$ cat config.mk
export PLATFORM = sky130hd
export DESIGN_NAME = data_memory_arbiter
export DESIGN_NICKNAME = d
export VERILOG_FILES = /design/src/rtl/processor_pkg.sv /design/src/rtl/memory_port_mux.sv /design/src/rtl/data_memory_arbiter.sv
export SDC_FILE = /design/constraint.sdc
export NUM_CORES = 1
export LEC_CHECK = 0
export CORE_ASPECT_RATIO = 0.7
export CORE_MARGIN = 8
export CORE_UTILIZATION = 29
export CTS_CLUSTER_DIAMETER = 120
export DETAILED_ROUTE_END_ITERATION = 16
export GPL_TIMING_DRIVEN = 1
export PLACE_DENSITY_LB_ADDON = 0.3
export SLEW_MARGIN = 40
export SYNTH_ARGS = -nofsm -noshare
export SYNTH_HDL_FRONTEND = slang
export SYNTH_SLANG_ARGS = --single-unit
$ cat constraint.sdc
create_clock -name clock -period 4.8 [get_ports clock]
set_clock_uncertainty 0.05 [all_clocks]
set_input_delay 0.72 -clock clock [delete_from_list [all_inputs] [get_ports clock]]
set_output_delay 0.72 -clock clock [all_outputs]
set_load 0.005 [all_outputs]
$ cat src/rtl/processor_pkg.sv
// Shared processor types: data-memory arbiter states and memory port select.
package processor_pkg;

    localparam int unsigned ARB_STATE_BITS = 2;
    localparam int unsigned PORT_SEL_BITS  = 2;

    typedef enum logic [ARB_STATE_BITS-1:0] {
        ST_CPU      = 2'd0,
        ST_GUARD    = 2'd1,
        ST_HOST     = 2'd2,
        ST_HANDBACK = 2'd3
    } arbiter_state_t;

    typedef enum logic [PORT_SEL_BITS-1:0] {
        PORT_CPU  = 2'd0,
        PORT_HOST = 2'd1,
        PORT_IDLE = 2'd2
    } port_sel_t;

    // Owner of the RAM port: cpu while running, host only on an accepted request.
    function automatic port_sel_t port_select(input arbiter_state_t state,
                                              input logic           host_ack);
        port_sel_t sel;
        sel = PORT_IDLE;
        if (state == ST_CPU) begin
            sel = PORT_CPU;
        end else if ((state == ST_HOST) && host_ack) begin
            sel = PORT_HOST;
        end
        return sel;
    endfunction

endpackage

$ cat src/rtl/memory_port_mux.sv
// Combinational cpu/host/idle select of the data RAM address, write enable and write data.
module memory_port_mux
    import processor_pkg::*;
#(
    parameter int unsigned ADDR_SIZE = 18,
    parameter int unsigned WORD_SIZE = 18
) (
    input  arbiter_state_t       state,
    input  logic                 host_ack,
    input  logic [ADDR_SIZE-1:0] cpu_addr,
    input  logic                 cpu_write_enable,
    input  logic [WORD_SIZE-1:0] cpu_data_in,
    input  logic                 host_write,
    input  logic [ADDR_SIZE-1:0] host_addr,
    input  logic [WORD_SIZE-1:0] host_data,
    output logic [ADDR_SIZE-1:0] mem_addr,
    output logic                 mem_write_enable,
    output logic [WORD_SIZE-1:0] mem_data_in
);

    port_sel_t sel;

    always_comb begin
        sel              = port_select(state, host_ack);
        mem_addr         = cpu_addr;
        mem_write_enable = 1'b0;
        mem_data_in      = cpu_data_in;
        unique case (sel)
            PORT_CPU: begin
                mem_write_enable = cpu_write_enable;
            end
            PORT_HOST: begin
                mem_addr         = host_addr;
                mem_write_enable = host_write;
                mem_data_in      = host_data;
            end
            // Idle keeps the cpu address on the port so nothing toggles needlessly.
            default: begin
                mem_write_enable = 1'b0;
            end
        endcase
    end

endmodule

$ cat src/rtl/data_memory_arbiter.sv
// Shares the single-port data RAM between processor stage 2 and a host
// requester that may access memory only while the processor is parked.
module data_memory_arbiter
    import processor_pkg::*;
#(
    parameter int unsigned ADDR_SIZE  = 18,
    parameter int unsigned WORD_SIZE  = 18,
    parameter int unsigned COUNT_SIZE = 16
) (
    input  logic                  clock,
    input  logic                  reset,
    input  logic [ADDR_SIZE-1:0]  cpu_addr,
    input  logic                  cpu_write_enable,
    input  logic [WORD_SIZE-1:0]  cpu_data_in,
    input  logic                  cpu_waiting,
    input  logic                  host_req,
    input  logic                  host_write,
    input  logic [ADDR_SIZE-1:0]  host_addr,
    input  logic [WORD_SIZE-1:0]  host_data,
    output logic                  host_ack,
    output logic [WORD_SIZE-1:0]  host_rdata,
    output logic                  host_rdata_valid,
    output logic [ADDR_SIZE-1:0]  mem_addr,
    output logic                  mem_write_enable,
    output logic [WORD_SIZE-1:0]  mem_data_in,
    input  logic [WORD_SIZE-1:0]  mem_data_out,
    output logic                  host_granted,
    output logic [COUNT_SIZE-1:0] host_access_count,
    output logic                  cpu_write_dropped
);

    arbiter_state_t state;
    arbiter_state_t next_state;

    always_ff @(posedge clock) begin
        if (reset) begin
            state <= ST_CPU;
        end else begin
            state <= next_state;
        end
    end

    // Next state plus the same-cycle grant/ack, which the RAM port needs with zero latency.
    always_comb begin
        next_state   = state;
        host_ack     = 1'b0;
        host_granted = 1'b0;
        unique case (state)
            ST_CPU: begin
                if (cpu_waiting) begin
                    next_state = ST_GUARD;
                end
            end
            ST_GUARD: begin
                next_state = cpu_waiting ? ST_HOST : ST_CPU;
            end
            ST_HOST: begin
                host_granted = 1'b1;
                host_ack     = host_req;
                if (!cpu_waiting) begin
                    next_state = ST_HANDBACK;
                end
            end
            ST_HANDBACK: begin
                next_state = ST_CPU;
            end
            default: begin
                next_state = ST_CPU;
            end
        endcase
    end

    memory_port_mux #(
        .ADDR_SIZE (ADDR_SIZE),
        .WORD_SIZE (WORD_SIZE)
    ) u_port_mux (
        .state            (state),
        .host_ack         (host_ack),
        .cpu_addr         (cpu_addr),
        .cpu_write_enable (cpu_write_enable),
        .cpu_data_in      (cpu_data_in),
        .host_write       (host_write),
        .host_addr        (host_addr),
        .host_data        (host_data),
        .mem_addr         (mem_addr),
        .mem_write_enable (mem_write_enable),
        .mem_data_in      (mem_data_in)
    );

    // RAM output is already registered, so read data is forwarded as-is.
    assign host_rdata = mem_data_out;

    always_ff @(posedge clock) begin
        if (reset) begin
            host_rdata_valid <= 1'b0;
        end else begin
            host_rdata_valid <= host_ack && !host_write;
        end
    end

    always_ff @(posedge clock) begin
        if (reset) begin
            host_access_count <= '0;
        end else if (host_ack) begin
            host_access_count <= host_access_count + COUNT_SIZE'(1);
        end
    end

    // A cpu write outside ST_CPU never reaches the RAM; remember that it happened.
    always_ff @(posedge clock) begin
        if (reset) begin
            cpu_write_dropped <= 1'b0;
        end else if (cpu_write_enable && (state != ST_CPU)) begin
            cpu_write_dropped <= 1'b1;
        end
    end

endmodule
==> results of run 1 <==
## power groups by stage
stage,Combinational [mW],Sequential (mW),Clock [mW]
final,0.150,0.171,0.126
after floorplan,0.0474,0.174,0
after CTS,0.152,0.171,0.131
after global placement,0.150,0.174,0
after global routing,0.164,0.171,0.139
after detailed placement,0.151,0.175,0
## logic make-up after synthesis
group | synth area share [%]
buf+inv | 14.1
fa+ha+maj | 0.855
compound gates | 6.33
flops | 27.4
xor+xnor | 5.99
simple gates | 45.3
## routing by layer
layer,share of wire (%),wire (µm),GRT usage [%]
met5,0,0,0
met4,0.56,34,3.50
met3,11,672,7.66
met1,42,2540,17.4
met2,46,2790,23.7
## metrics by stage
step / cell area [µm²] / power [mW] / instances
6_report: 2760 / 0.448 / 412
4_1_cts: 2760 / 0.453 / 412
5_1_grt: 2760 / 0.475 / 412
2_1_floorplan: 1460 / 0.221 / 235
3_5_place_dp: 2710 / 0.326 / 408
3_3_place_gp: 2710 / 0.325 / 408
## cells in the mapped netlist (all sizes together) (2+ instances only)
cell | number | area, µm²
a21oi | 9 | 45.0
and3 | 3 | 18.8
buf | 24 | 164
nand3 | 7 | 47.6
inv | 2 | 7.51
and2 | 2 | 12.5
nor2 | 10 | 37.5
xor2 | 7 | 61.3
clkbuf | 7 | 26.3
nand4 | 6 | 37.5
xnor2 | 3 | 26.3
dfxtp | 20 | 400
or3 | 5 | 31.3
o21ai | 6 | 30.0
nor3 | 2 | 10.0
nand2 | 113 | 427
## cells in the final DEF (no fill, tap or decap), drive strengths merged
cell / n
nand2b: 1
and2: 2
clkbuf: 4
buf: 1
and4: 1
and4b: 1
nor2: 10
inv: 2
or4: 1
dfxtp: 20
and2b: 1
clkinv: 1
o21ba: 1
and3: 3
or3: 5
ha: 1
nand2: 113
o21ai: 6
xnor2: 3
nand3: 7
clkdlybuf4s50: 134
nand4: 6
xor2: 7
a21oi: 9
o31ai: 1
nor3: 2
## state kept, by name (all words and copies together), names as in the netlist, named ones only
register and flops:
host_access_count 16, cpu_write_dropped 1, host_rdata_valid 1, state 1
## area by class of cell
| cell class | count | area (µm²) |
|---|---|---|
| multi-input combinational | 181 | 856 |
| timing repair buffer | 135 | 1350 |
| clock buffer | 4 | 55.1 |
| sequential | 20 | 400 |
| tap | 69 | 86.3 |
| inverter | 3 | 16.3 |
| fill | 463 | 2050 |
## path summary, 6_finish.rpt
kind / end / cells past startpoint
setup / recovery: mem_data_in[6] / 6
hold / removal: cpu_write_dropped / 2
setup reg to reg: host_access_count[15] / 6
hold reg to reg: cpu_write_dropped / 2
## worst max-delay path, delay by kind of cell
kind / cells / cell delay [ns]
and+or+nand+nor: 3 / 0.54
buffers and inverters: 3 / 1.31
==> impl_metrics.env, run 1 <==
export IMPL_synthCells=235
export IMPL_max_clock_freq_mhz=299
export IMPL_max_clock_path_buffers=2
export IMPL_clock_power_share_pct=28.2
export IMPL_drv_slew=0
export IMPL_worst_setup_hold_path_clk_slew_ns=0.07
export IMPL_detail_route_antenna_nets=0
export IMPL_setup_worst_path_start_class="input port"
export IMPL_cp_end_kind="output port"
export IMPL_relative_area_change_from_synthesis_to_final_layout_pct=88.9
export IMPL_syn_nets=332
export IMPL_post_synthesis_async_set_or_reset_flop_share_pct=0
export IMPL_power_switching_fraction_pct=22.6
export IMPL_vdd_ir_drop_worst_mv=0.0703
export IMPL_dominantRegCellSynth="dfxtp_1"
export IMPL_floorplan_core_area_um2=4810
export IMPL_grt_pass1_vias=1816
export IMPL_timing_critical_path_slowest_stage_cell="clkdlybuf4s50_1"
export IMPL_grt_pass1_wl_um=9000
export IMPL_dp_final_hpwl_um=4950
export IMPL_worstHoldPathType="reg -> reg"
export IMPL_setup_slack_ns=1.46
export IMPL_antenna_found_initial=0
export IMPL_dp_slack_ns=1.46
export IMPL_cts_tree="built"
export IMPL_grt_setup_unrepaired="false"
export IMPL_hold_path_startpoint="cpu_write_dropped"
export IMPL_p_per_area_nw_per_um2=162
export IMPL_power_internal_mw=0.347
export IMPL_cts_inserted_buffers=3
export IMPL_finalNetCount=441
export IMPL_worst_slew_margin_rel_pct=50.5
export IMPL_timing_setup_tns_ns=0
export IMPL_num_io_pins=171
export IMPL_tightest_slew_ns=0.740
export IMPL_postCtsSetupBuffers=0
export IMPL_die_area_um2=7610
export IMPL_ys_warn_count=0
export IMPL_postSynthRegisterBits=20
export IMPL_routed_via_count=1841
export IMPL_drt_vias_per_instance=4.47
export IMPL_critical_path_max_fanout=43
export IMPL_timing_setup_critical_path_class="in -> out"
export IMPL_width_of_the_chip_um=101
export IMPL_floorplan_initialDensity_pct=30.4
export IMPL_finalCriticalPeriod_ns=3.34
export IMPL_grt_max_degree=44
export IMPL_timing_max_cap_violations=0
export IMPL_place_gp_congestion=0.861
export IMPL_core_rowCount=21
export IMPL_core_utilization_of_the_finished_layout_pct=57.5
export IMPL_routedWlPerCell_um=14.6
export IMPL_seq_area_frac_synth_pct=27.4
export IMPL_cts_htree_levels=1
export IMPL_cts_hold_buf=0
export IMPL_p_sw_mw=0.101
export IMPL_post_synth_instance_area_um2=1460
export IMPL_finalCritPeriodShare_pct=69.6
export IMPL_worstPathCellList="clkdlybuf4s50_1, nand2_2, clkinv_4, nand2_1, nand2_1, clkdlybuf4s50_1"
export IMPL_detailedRoute_firstPassIterationCount=4
export IMPL_combinationalPowerShare_pct=33.6
export IMPL_status="finished, final reports clean"
export IMPL_worst_skew_pair_late_latency_ns=0.25
export IMPL_report_final_setup_viol=0
export IMPL_crit_path_start="host_req"
export IMPL_post_route_cells_drive_above_1_share_pct=2.92
export IMPL_clk_root_buffer_cell="clkbuf_8"
export IMPL_antenna_diode_count=0
export IMPL_regToRegSetupSlack_ns=2.69
export IMPL_buffer_ports_inserted=134
export IMPL_post_synth_num_cell_types=29
export IMPL_grt_remaining_overflow=0
export IMPL_number_of_remaining_drc_errors=0
export IMPL_cp_required_ns=4.03
export IMPL_p_seq_share_pct=38.1
export IMPL_post_cts_resized_instances=0
export IMPL_delay_of_the_slowest_cell_on_the_worst_path_ns=0.49
export IMPL_clock_sink_count=20
export IMPL_synthesis_area_per_instance_um2=6.22
export IMPL_drt_wl_total_um=6030
export IMPL_total_leakage_power_nw=1.15
export IMPL_die_h_um=75.4
export IMPL_critPathArrivalTime_ns=2.57
export IMPL_drt_iter0_markers=76
export IMPL_groute_usage_overall_pct=14.9
export IMPL_final_hold_viol_count=0
export IMPL_synth_enable_flop_cells=0
export IMPL_hold_worst_slack_ns=0.421
(Power assumes the default switching activity.)
==> inputs of run 2 (changes only) <==
--- a/config.mk
+++ b/config.mk
@@ -7,7 +7,7 @@
 export LEC_CHECK = 0
 export CORE_ASPECT_RATIO = 0.7
 export CORE_MARGIN = 8
-export CORE_UTILIZATION = 29
+export CORE_UTILIZATION = 25
 export CTS_CLUSTER_DIAMETER = 120
 export DETAILED_ROUTE_END_ITERATION = 16
 export GPL_TIMING_DRIVEN = 1
==> constraint.sdc (replaced) <==
create_clock -name clock -period 2.9 [get_ports clock]
set_clock_uncertainty 0.05 [all_clocks]
set_input_delay 0.435 -clock clock [delete_from_list [all_inputs] [get_ports clock]]
set_output_delay 0.435 -clock clock [all_outputs]
set_load 0.005 [all_outputs]
==> run 2 against run 1 <==
Sequential cell count stayed put. Routed wire length is 1.9% lower. Largest power group unchanged. Clock-buffer cell count stayed put. Highest routed layer unchanged. Global-route usage is 2.1 points lower. First-iteration DRC count is 47% lower. Combinational power is 66% higher. Core utilization is 8.7 points lower. Sequential power is 65% higher. Worst hold slack worse by 0.024 ns.
==> impl_metrics.env, run 2 (synthesized netlist as in run 1, its figures left out) <==
export IMPL_vdd_ir_drop_worst_mv=0.132
export IMPL_worst_r2r_endpoint="host_access_count[15]"
export IMPL_dp_cells=415
export IMPL_final_fill_count=585
export IMPL_grt_remaining_overflow=0
export IMPL_finalCritPeriodShare_pct=90.2
export IMPL_drt_wl_total_um=5920
export IMPL_critical_path_max_fanout=43
export IMPL_critPathArrivalTime_ns=2.13
export IMPL_die_area_um2=8590
export IMPL_final_hold_viol_count=0
export IMPL_total_leakage_power_nw=1.15
export IMPL_cp_end_kind="output port"
export IMPL_dp_slack_ns=0.298
export IMPL_timing_setup_critical_path_class="reg -> out"
export IMPL_relative_area_change_from_synthesis_to_final_layout_pct=89.9
export IMPL_final_instance_count_excl_fill=419
export IMPL_grt_max_degree=44
export IMPL_clk_root_buffer_cell="clkbuf_8"
export IMPL_drt_iter0_markers=40
export IMPL_grt_pass1_wl_um=9050
export IMPL_floorplan_core_area_um2=5700
export IMPL_detail_route_antenna_nets=0
export IMPL_dp_final_hpwl_um=4850
export IMPL_final_cell_mix="clkdlybuf4s50_1 (134), nand2_1 (112), dfxtp_1 (20), nor2_1 (10), a21oi_1 (9)"
export IMPL_postCtsSetupBuffers=0
export IMPL_grt_pass1_vias=1852
export IMPL_width_of_the_chip_um=107
export IMPL_min_path_cells=2
export IMPL_finalCriticalPeriod_ns=2.61
export IMPL_setup_slack_ns=0.285
export IMPL_number_of_remaining_drc_errors=0
export IMPL_timing_max_cap_violations=0
export IMPL_detailedRoute_firstPassIterationCount=4
export IMPL_tightest_slew_ns=0.759
export IMPL_timing_setup_tns_ns=0
export IMPL_max_reg_flops=16
export IMPL_cts_hold_buf=0
export IMPL_grt_setup_unrepaired="false"
export IMPL_routedWlPerCell_um=14.1
export IMPL_max_clock_freq_mhz=382
export IMPL_registers_top_by_ff_count="host_access_count"
export IMPL_worst_setup_hold_path_clk_slew_ns=0.07
export IMPL_floorplan_initialDensity_pct=25.7
export IMPL_status="finished, final reports clean"
export IMPL_buffer_ports_inserted=134
export IMPL_clock_sink_count=20
export IMPL_antenna_diode_count=0
export IMPL_cts_tree="built"
export IMPL_groute_usage_overall_pct=12.8
export IMPL_num_io_pins=171
export IMPL_layout_cells_most_common="clkdlybuf4s50_1"
export IMPL_core_rowCount=23
export IMPL_cp_required_ns=2.41
export IMPL_post_cts_resized_instances=0
export IMPL_finalNetCount=442
export IMPL_post_route_cells_drive_above_1_share_pct=3.20
export IMPL_hold_path_startpoint="cpu_write_dropped"
export IMPL_die_h_um=80.0
export IMPL_place_gp_congestion=0.788
export IMPL_report_final_setup_viol=0
export IMPL_drt_vias_per_instance=4.32
export IMPL_p_per_area_nw_per_um2=267
export IMPL_hold_end="cpu_write_dropped"
export IMPL_cts_htree_levels=1
export IMPL_setup_worst_path_start_class="flip-flop"
export IMPL_drv_slew=0
export IMPL_worst_skew_pair_late_latency_ns=0.26
export IMPL_worstHoldPathType="reg -> reg"
export IMPL_reg2regPathDepth=6
export IMPL_max_clock_path_buffers=2
export IMPL_worst_slew_margin_rel_pct=49.2
export IMPL_routed_via_count=1811
export IMPL_regToRegSetupSlack_ns=0.91
export IMPL_antenna_found_initial=0
export IMPL_cts_inserted_buffers=3
## run 2: cell types whose count changed in the layout (fill, tap and decap cells not counted), sizes merged
| cell | delta |
|---|---|
| buf | +1 |
## run 2: worst max-delay path by stage
stage                     startpoint               to  slack [ns]
after floorplan             state[0]     mem_addr[15]        1.07
after global placement      host_req  mem_data_in[11]        0.33
after detailed placement    host_req  mem_data_in[11]        0.30
after CTS                   state[0]  mem_data_in[11]        0.26
after global routing        state[0]  mem_data_in[11]        0.10
final                       state[0]  mem_data_in[11]        0.29
## run 2: layer usage
metal  track usage (%)  vias up  wire, µm
li1                  -      949         -
met1              14.8      780      2490
met4              2.48        0        56
met3              5.97        9       598
met5                 0        -         0
met2              21.3       73      2770
## run 2: per-stage QoR
step,power [mW],utilization [%],instance area (µm²),hold slack (ns)
floorplan,0.367,-,1460,0.392
global placement,0.539,47.8,2720,0.385
detailed placement,0.539,47.8,2720,0.390
CTS,0.756,48.7,2780,0.402
global route,0.788,48.7,2780,0.417
finish,0.743,48.7,2780,0.397
## run 2: final cells by class
type,count,area (µm²),area share (%)
sequential,20,400,14.4
clock buffer,4,55.1,1.98
tap,75,93.8,3.38
inverter,3,16.3,0.586
timing repair buffer,136,1360,48.8
multi-input combinational,181,856,30.8
## run 2: report_power, final
part	internal, mW	switching (mW)	total, mW
registers	0.278	0.00415	0.282
clock network	0.121	0.0907	0.211
logic	0.175	0.0738	0.249
## run 2: worst max-delay path, cell delays in order, from the launching register on
cell and delay, ns:
dfxtp_1 0.40, and2b_2 0.27, nand2_2 0.18, clkinv_4 0.30, nand2_1 0.16, nand2_1 0.08, clkdlybuf4s50_1 0.47
==> inputs of run 3 (changes only) <==
--- a/config.mk
+++ b/config.mk
@@ -12,6 +12,7 @@
 export DETAILED_ROUTE_END_ITERATION = 16
 export GPL_TIMING_DRIVEN = 1
 export PLACE_DENSITY_LB_ADDON = 0.3
+export SETUP_SLACK_MARGIN = 0.1
 export SLEW_MARGIN = 40
 export SYNTH_ARGS = -nofsm -noshare
 export SYNTH_HDL_FRONTEND = slang
==> results of run 3 <==
Same layout as run 2: the final DEF is identical, and so are final timing and power.
